[config.mk]
export PLATFORM = sky130hd
export DESIGN_NAME = uart_rx
export DESIGN_NICKNAME = d
export VERILOG_FILES = /design/src/rtl/uart_pkg.sv /design/src/rtl/uart_rx_sync.sv /design/src/rtl/uart_rx.sv
export SDC_FILE = /design/constraint.sdc
export NUM_CORES = 1
export LEC_CHECK = 0
export CAP_MARGIN = 20
export CORE_UTILIZATION = 50
export CTS_CLUSTER_SIZE = 30
export DETAILED_ROUTE_END_ITERATION = 6
export GPL_TIMING_DRIVEN = 0
export PLACE_DENSITY_LB_ADDON = 0.12
export SETUP_SLACK_MARGIN = 0.5
export SLEW_MARGIN = 0
export SYNTH_ARGS = -nofsm -noshare
export SYNTH_HDL_FRONTEND = slang
export SYNTH_HIERARCHICAL = 1
export SYNTH_SLANG_ARGS = --single-unit
[constraint.sdc]
create_clock -name clk -period 2.3 [get_ports clk]
set_input_delay 0.46 -clock clk [delete_from_list [all_inputs] [get_ports clk]]
set_output_delay 0.46 -clock clk [all_outputs]
set_load 0.05 [all_outputs]
[src/rtl/uart_pkg.sv]
// -----------------------------------------------------------------------------
// uart_pkg
// Shared UART constants and the receiver state type.
//   KBAUD_DEFAULT : clock cycles per bit (100 MHz / 9600 baud), same as UartTx
//   DATA_BITS     : data bits per frame (8N1)
//   rx_state_e    : receiver FSM states
//   maj3()        : 2-of-3 majority vote, used when UART_RX_MAJORITY_EN is set
// -----------------------------------------------------------------------------
package uart_pkg;

   localparam logic [13:0] KBAUD_DEFAULT = 14'd10416;
   localparam int unsigned DATA_BITS     = 8;
   localparam int unsigned BIT_CNT_W     = $clog2(DATA_BITS);

   typedef enum logic [1:0] {
      IDLE  = 2'd0,
      START = 2'd1,
      DATA  = 2'd2,
      STOP  = 2'd3
   } rx_state_e;

   function automatic logic maj3(input logic a, input logic b, input logic c);
      return (a & b) | (a & c) | (b & c);
   endfunction

endpackage

[src/rtl/uart_rx_sync.sv]
// -----------------------------------------------------------------------------
// uart_rx_sync
// Two-flop synchroniser for an asynchronous input plus an edge register.
// All flops reset to 1 so an idle-high line never shows a false falling edge
// when reset releases.
//   clk        in   system clock
//   rst_n      in   asynchronous active-low reset
//   in_line    in   asynchronous input
//   out_line   out  synchronised line (2 clk after the pin)
//   out_fFall  out  one-cycle pulse: previous sample 1, current sample 0
// -----------------------------------------------------------------------------
module uart_rx_sync (
   input  logic clk,
   input  logic rst_n,
   input  logic in_line,
   output logic out_line,
   output logic out_fFall
);

   logic meta_q, meta_d;
   logic sync_q, sync_d;
   logic prev_q, prev_d;

   always_comb begin
      meta_d = in_line;
      sync_d = meta_q;
      prev_d = sync_q;
   end

   always_ff @(posedge clk or negedge rst_n) begin
      if (!rst_n) begin
         meta_q <= 1'b1;
         sync_q <= 1'b1;
         prev_q <= 1'b1;
      end else begin
         meta_q <= meta_d;
         sync_q <= sync_d;
         prev_q <= prev_d;
      end
   end

   assign out_line  = sync_q;
   assign out_fFall = prev_q & ~sync_q;

endmodule

[src/rtl/uart_rx.sv]
// -----------------------------------------------------------------------------
// uart_rx
// 8N1 asynchronous serial receiver. Finds the start-bit falling edge, samples
// each bit at its middle, and presents the byte with a one-cycle valid strobe.
// A stop bit sampled low gives a one-cycle frame-error strobe instead.
//   clk           in   system clock
//   rst_n         in   asynchronous active-low reset
//   in_DataBit    in   serial line (asynchronous, idles high)
//   out_DataByte  out  last good byte, held until the next good frame
//   out_fValid    out  one-cycle pulse: out_DataByte just updated
//   out_fFrameErr out  one-cycle pulse: stop bit sampled low
//   out_fBusy     out  FSM not in IDLE
// Build option: UART_RX_MAJORITY_EN -- each bit decision is a 2-of-3 vote over
// the synchronised samples at tick-1, tick, tick+1, acted on one clk later.
// -----------------------------------------------------------------------------
module uart_rx
   import uart_pkg::*;
#(
   parameter logic [13:0] KBAUD = KBAUD_DEFAULT
) (
   input  logic       clk,
   input  logic       rst_n,
   input  logic       in_DataBit,
   output logic [7:0] out_DataByte,
   output logic       out_fValid,
   output logic       out_fFrameErr,
   output logic       out_fBusy
);

   localparam logic [13:0] HALF_KBAUD = KBAUD / 14'd2;

   rx_state_e                state_q, state_d;
   logic [13:0]              cnt_q, cnt_d;
   logic [BIT_CNT_W-1:0]     bit_cnt_q, bit_cnt_d;
   logic [DATA_BITS-1:0]     shift_q, shift_d;
   logic [DATA_BITS-1:0]     data_q, data_d;
   logic                     valid_q, valid_d;
   logic                     ferr_q, ferr_d;

   logic        line_sync;
   logic        start_edge;
   logic [13:0] target;
   logic        tick;
   logic        act;
   logic        bit_val;

   uart_rx_sync u_sync (
      .clk       (clk),
      .rst_n     (rst_n),
      .in_line   (in_DataBit),
      .out_line  (line_sync),
      .out_fFall (start_edge)
   );

   always_comb begin
      target = (state_q == START) ? (HALF_KBAUD - 14'd1) : (KBAUD - 14'd1);
   end

   assign tick = (cnt_q == target) && (state_q != IDLE);

`ifdef UART_RX_MAJORITY_EN
   logic line_d1_q, line_d1_d;
   logic line_d2_q, line_d2_d;
   logic pend_q, pend_d;

   always_comb begin
      line_d1_d = line_sync;
      line_d2_d = line_d1_q;
      pend_d    = tick;
   end

   always_ff @(posedge clk or negedge rst_n) begin
      if (!rst_n) begin
         line_d1_q <= 1'b1;
         line_d2_q <= 1'b1;
         pend_q    <= 1'b0;
      end else begin
         line_d1_q <= line_d1_d;
         line_d2_q <= line_d2_d;
         pend_q    <= pend_d;
      end
   end

   // One clk after the tick: the current sample is tick+1, the history holds
   // tick and tick-1.
   assign act     = pend_q;
   assign bit_val = maj3(line_d2_q, line_d1_q, line_sync);
`else
   assign act     = tick;
   assign bit_val = line_sync;
`endif

   // The counter clears at the tick rather than at the (possibly delayed)
   // state change, so the voted build keeps the bit grid of the single-sample
   // build; in that build every non-IDLE state entry coincides with a tick.
   always_comb begin
      if (tick || (state_q == IDLE && start_edge)) begin
         cnt_d = '0;
      end else begin
         cnt_d = cnt_q + 14'd1;
      end
   end

   always_comb begin
      state_d   = state_q;
      bit_cnt_d = bit_cnt_q;
      shift_d   = shift_q;
      data_d    = data_q;
      valid_d   = 1'b0;
      ferr_d    = 1'b0;

      case (state_q)
         IDLE: begin
            if (start_edge) begin
               state_d = START;
            end
         end
         START: begin
            if (act) begin
               if (bit_val) begin
                  state_d = IDLE;
               end else begin
                  state_d   = DATA;
                  bit_cnt_d = '0;
               end
            end
         end
         DATA: begin
            if (act) begin
               shift_d   = {bit_val, shift_q[DATA_BITS-1:1]};
               bit_cnt_d = bit_cnt_q + 1'b1;
               if (bit_cnt_q == BIT_CNT_W'(DATA_BITS - 1)) begin
                  state_d = STOP;
               end
            end
         end
         STOP: begin
            if (act) begin
               state_d = IDLE;
               if (bit_val) begin
                  data_d  = shift_q;
                  valid_d = 1'b1;
               end else begin
                  ferr_d = 1'b1;
               end
            end
         end
         default: state_d = IDLE;
      endcase
   end

   always_ff @(posedge clk or negedge rst_n) begin
      if (!rst_n) begin
         state_q   <= IDLE;
         cnt_q     <= '0;
         bit_cnt_q <= '0;
         shift_q   <= '0;
         data_q    <= '0;
         valid_q   <= 1'b0;
         ferr_q    <= 1'b0;
      end else begin
         state_q   <= state_d;
         cnt_q     <= cnt_d;
         bit_cnt_q <= bit_cnt_d;
         shift_q   <= shift_d;
         data_q    <= data_d;
         valid_q   <= valid_d;
         ferr_q    <= ferr_d;
      end
   end

   assign out_DataByte  = data_q;
   assign out_fValid    = valid_q;
   assign out_fFrameErr = ferr_q;
   assign out_fBusy     = (state_q != IDLE);

endmodule

Yosys cells after proc, flatten, opt, wreduce, memory -nomap -nowiden
Cells that the tools add are included.

Input bits: 3. Output and inout port bits: 11. Logic and storage cells: 54. Register bits after elaboration: 40.

Multiplexer cells: 19. Reduce and logical (&&, ||, !) cells: 10. Add/subtract/negate cells: 2. Equality and inequality tests: 11. Bitwise logic cells: 2.

Operators by type and width (count): 14-bit two-way mux (2); 14-bit by 1-bit adder with 14-bit output, second input constant (1); 14-bit equality test (1); 2-bit two-way mux (6); 2-bit inequality test, second input constant (6); 3-bit two-way mux (3); 2-bit case mux with 4 select lines (1); 1-bit two-way mux (6); 3-bit case mux with 2 select lines (1); 5-bit AND reduction (1); 2-bit equality test, second input constant (2); 4-bit AND reduction (1); 2-bit nonzero test (2); 3-bit by 1-bit adder with 3-bit output, second input constant (1); 3-bit equality test, second input constant (1); 3-bit AND reduction (1); 2-bit by 1-bit equality test with 1-bit output, second input constant (1); 1-bit logical AND (2); 2-bit logical NOT (1); 2-bit AND reduction (1); 1-bit AND (1); 1-bit logical OR (1); 1-bit inverter (1).

Logic depth before layout (Yosys ltp)
Depth in word-level cells: 6. Gate-level depth with buffers: 6. Mapped depth without buffers: 5.

Cells and area by module
The synthesis kept the hierarchy.

By module, submodules not included: uart_rx (instances 1, seq. area each 925.9 µm², area an instance 1749.2 µm², cells each 151); uart_rx_sync (instances 1, seq. area each 78.8 µm², area an instance 92.6 µm², cells each 4).

Least setup slack after synthesis
No wires, ideal clock.

Path kind: register -> register. Start point: reg cnt_q[6]. End point: reg data_q[0], in the netlist out_DataByte[0]. Arrival time: 1.675 ns. Setup time: 0.125 ns. Setup slack: 0.500 ns. Buffers on the path: 1. Cell stages (with the launch flop): 6. Period minus slack after synthesis: 1.800 ns. Data required time: 2.175 ns. Cells stage by stage: dfrtp_1 -> and4bb_2 -> nand3_4 -> or3_1 -> buf_6 -> mux2_4.

Cells in the longest elaborated chain, start to end: 3.

RTL lines: start, declared (RTL line uart_rx.sv:33) `logic [13:0] cnt_q, cnt_d;`; start signal, assigned (RTL line uart_rx.sv:163) `cnt_q <= cnt_d;`; 14-bit equality test (RTL line uart_rx.sv:59) `assign tick = (cnt_q == target) && (state_q != IDLE);`; 1-bit logical AND (RTL line uart_rx.sv:59); 3-bit AND reduction (no source line); end signal, assigned (RTL line uart_rx.sv:166) `data_q <= data_d;`; end, declared (RTL line uart_rx.sv:36) `logic [DATA_BITS-1:0] data_q, data_d;`.

No other way between the ends. A chain may end at the register's enable or synchronous reset.

Final worst setup path
Same ends and word-level chain as after synthesis.

==> impl_metrics.json <==
{
  "netlist_area_um2": 1842,
  "route.vias.total": 1252,
  "hold_viol_final": 0,
  "via_per_inst": 5.420,
  "synth_fp_nets": 161,
  "htree_levels": 2,
  "drtPass1Iterations": 4,
  "drive_gt1_share_pct": 30.27,
  "synth_ff_type": "dfrtp_1",
  "worst_slack_ps": 472.2,
  "synthArstFlopShare_pct": 100.0,
  "fin_crit_sh_pct": 79.47,
  "crit_slowest_cell": "dfrtp_2",
  "fp.dieArea_um2": 3930,
  "die_x_um": 62.69,
  "reg2reg_to": "out_DataByte[0]$_DFFE_PN0P_",
  "crit_buf_inv": 1,
  "overflow": 0,
  "place_congestion": 0.8791,
  "fin_crit_ps": 1828,
  "rsz0062_at_grt": "true",
  "startpoint_type": "register",
  "worst_path_largest_cell_delay_ps": 410,
  "setup_viol": 0,
  "die_h_um": 62.69,
  "regToRegSetupSlack_ps": 470,
  "synth-seq-area-share_pct": 54.55,
  "ant_nets": 0,
  "path_delay_family": "simple AND/OR/NAND/NOR gates",
  "core_um2": 3442,
  "syn_area_per_cell_um2": 11.88,
  "r2r-start": "cnt_q[6]$_DFF_PN0_",
  "grt_pass1_wl_mm": 5.775,
  "grt_pass1_vias": 1286,
  "port_buffers": 13,
  "hold_class": "in -> async",
  "design_area_um2": 2218,
  "synth-edff-count": 0,
  "nets": 190,
  "grt_max_degree": 41,
  "yosysTopAreaCell": "dfrtp_1",
  "dp_hpwl_mm": 2.200,
  "drt_iter0_drc": 69,
  "wl_per_cell_um": 13.82,
  "synth_cell_types": 37,
  "dp_slack_ps": 324.3,
  "cts_buffers": 5,
  "rows": 21,
  "antenna_found_initial": 0,
  "worstMarginPinSlew_ps": 859.5,
  "netlist_top_cells_area": "dfrtp_1, mux2_4, xnor2_1, nor3_1, dfstp_2",
  "drc": 0,
  "status": "finished, final reports clean",
  "maxClockFrequency_mhz": 547.1,
  "powerDensity_nw_per_um2": 725.7,
  "synth_cells": 155,
  "power.leakage_nw": 1.031,
  "reg2regPathDepth": 5,
  "final_common_cell": "dfrtp_1",
  "timing.hold.ws_ps": 264.6,
  "place_area_um2": 2024,
  "arrival_ps": 2010,
  "critPathMaxFanout": 8,
  "num_io_pins": 14,
  "yosysTopAreaCellShare_pct": 50.27,
  "endpoint_kind": "register",
  "antenna_cells": 0,
  "cts.sinks": 40,
  "syn2layout_area_growth_pct": 20.45,
  "start_util_pct": 53.51,
  "slew_headroom_pct": 42.70,
  "synth-seq-cells": 40,
  "finClkSkew_ps": 6.291,
  "grt_use_total_pct": 19.17,
  "wl_mm": 3.192,
  "clkTransAtPathRegs_ps": 80,
  "timing.final.max_slew_violations": 0,
  "ctsHoldBuffers": 0,
  "peakVddDrop_v": 0.0003884,
  "most-common-layout-cells": "dfrtp_1, nor3_1, buf_4, xnor2_1, dlygate4sd2_1",
  "cts_tree": "done",
  "cap_violations": 0,
  "worstSetupPathType": "reg -> reg",
  "cts.path.max_buffers": 2,
  "cp_data_required_time_ps": 2480,
  "path_cells": "and4bb_4 > nand3_4 > or3_4 > buf_8 > mux2_4",
  "yosys_warnings": 6,
  "clock_latency_ps": 290,
  "cts-root-buf": "clkbuf_8"
}
[flip-flops by register name (all words and copies together) (netlist names), named ones only]
register / cells
u_sync/prev_q: 1
out_fValid: 1
cnt_q: 14
out_fFrameErr: 1
out_DataByte: 8
state_q: 1
u_sync/out_line: 1
bit_cnt_q: 3
u_sync/meta_q: 1
shift_q: 8
[report_power, final]
part           total [W]  internal [W]  switching [W]
registers       0.000833      0.000768      0.0000657
clock network   0.000476      0.000239       0.000237
logic           0.000300      0.000140       0.000160
[synth_stat cells, drive strengths merged, types with 3 or more instances]
| cell type | count |
|---|---|
| dfrtp | 37 |
| nor3 | 16 |
| mux2 | 15 |
| xnor2 | 10 |
| nand2 | 9 |
| nand3 | 9 |
| inv | 8 |
| nor2 | 6 |
| nor4 | 4 |
| buf | 3 |
| clkbuf | 3 |
| dfstp | 3 |
| ha | 3 |
| nand4 | 3 |
| o21ai | 3 |
[per-layer routing]
layer / up-vias / GRT usage (%) / part of all wire (%)
li1: 609 / - / -
met1: 615 / 21.57 / 45
met2: 20 / 33.83 / 50
met3: 8 / 4.927 / 3.2
met4: 0 / 8.721 / 2.2
met5: - / 0 / 0
[metrics by stage]
| step | TNS (ps) | power, W | util [%] | cells |
|---|---|---|---|---|
| after floorplan | 0 | 0.001021 | - | 155 |
| after global placement | -4160 | 0.001082 | 58.96 | 214 |
| after detailed placement | 0 | 0.001095 | 58.82 | 214 |
| after CTS | 0 | 0.001611 | 63.61 | 229 |
| after global routing | 0 | 0.001703 | 64.45 | 231 |
| final | 0 | 0.001610 | 64.45 | 231 |
[cells by family (layout without fill, tap and decap cells)]
family,count (synthesis),in the layout,synth area share (%)
AO/OA/AOI/OAI,10,10,3.940
XOR/XNOR,12,12,5.706
adder cells (fa/ha/maj),3,3,2.038
buffers and inverters,14,44,3.465
flip-flops,40,40,54.55
multiplexers,15,15,10.80
AND/OR/NAND/NOR,61,61,19.50
[cell type report]
cell class / count / area (µm²)
well taps: 46 / 57.56
flip-flops and latches: 40 / 1007
clock inverters: 2 / 10.01
plain buffers: 6 / 47.55
clock buffers: 6 / 82.58
repair buffers: 22 / 175.2
inverters: 8 / 30.03
multi-input cells: 101 / 808.3
fillers: 291 / 1224
[timing repair]
item,in CTS,in global routing
setup endpoints to repair,37,31
pin swaps,4,2
resized for setup,21,9
buffers inserted,7,2
gates cloned,0,0
[how the worst max path moves through the flow]
stage,depth (start not counted),from,to
global placement,1,rst_n,cnt_q[9]$_DFF_PN0_
CTS,4,register,out_fBusy
detailed placement,5,cnt_q[5]$_DFF_PN0_,out_DataByte[0]$_DFFE_PN0P_
finish,5,cnt_q[6]$_DFF_PN0_,out_DataByte[0]$_DFFE_PN0P_
floorplan,5,cnt_q[6]$_DFF_PN0_,out_DataByte[0]$_DFFE_PN0P_
global route,4,register,out_fBusy
[worst register-to-register path, stage by stage, from the launching register on]
cell and delay [ps]:
dfrtp_2 410, and4bb_4 380, nand3_4 80, or3_4 400
buf_8 150, mux2_4 300
(Power assumes the default switching activity.)
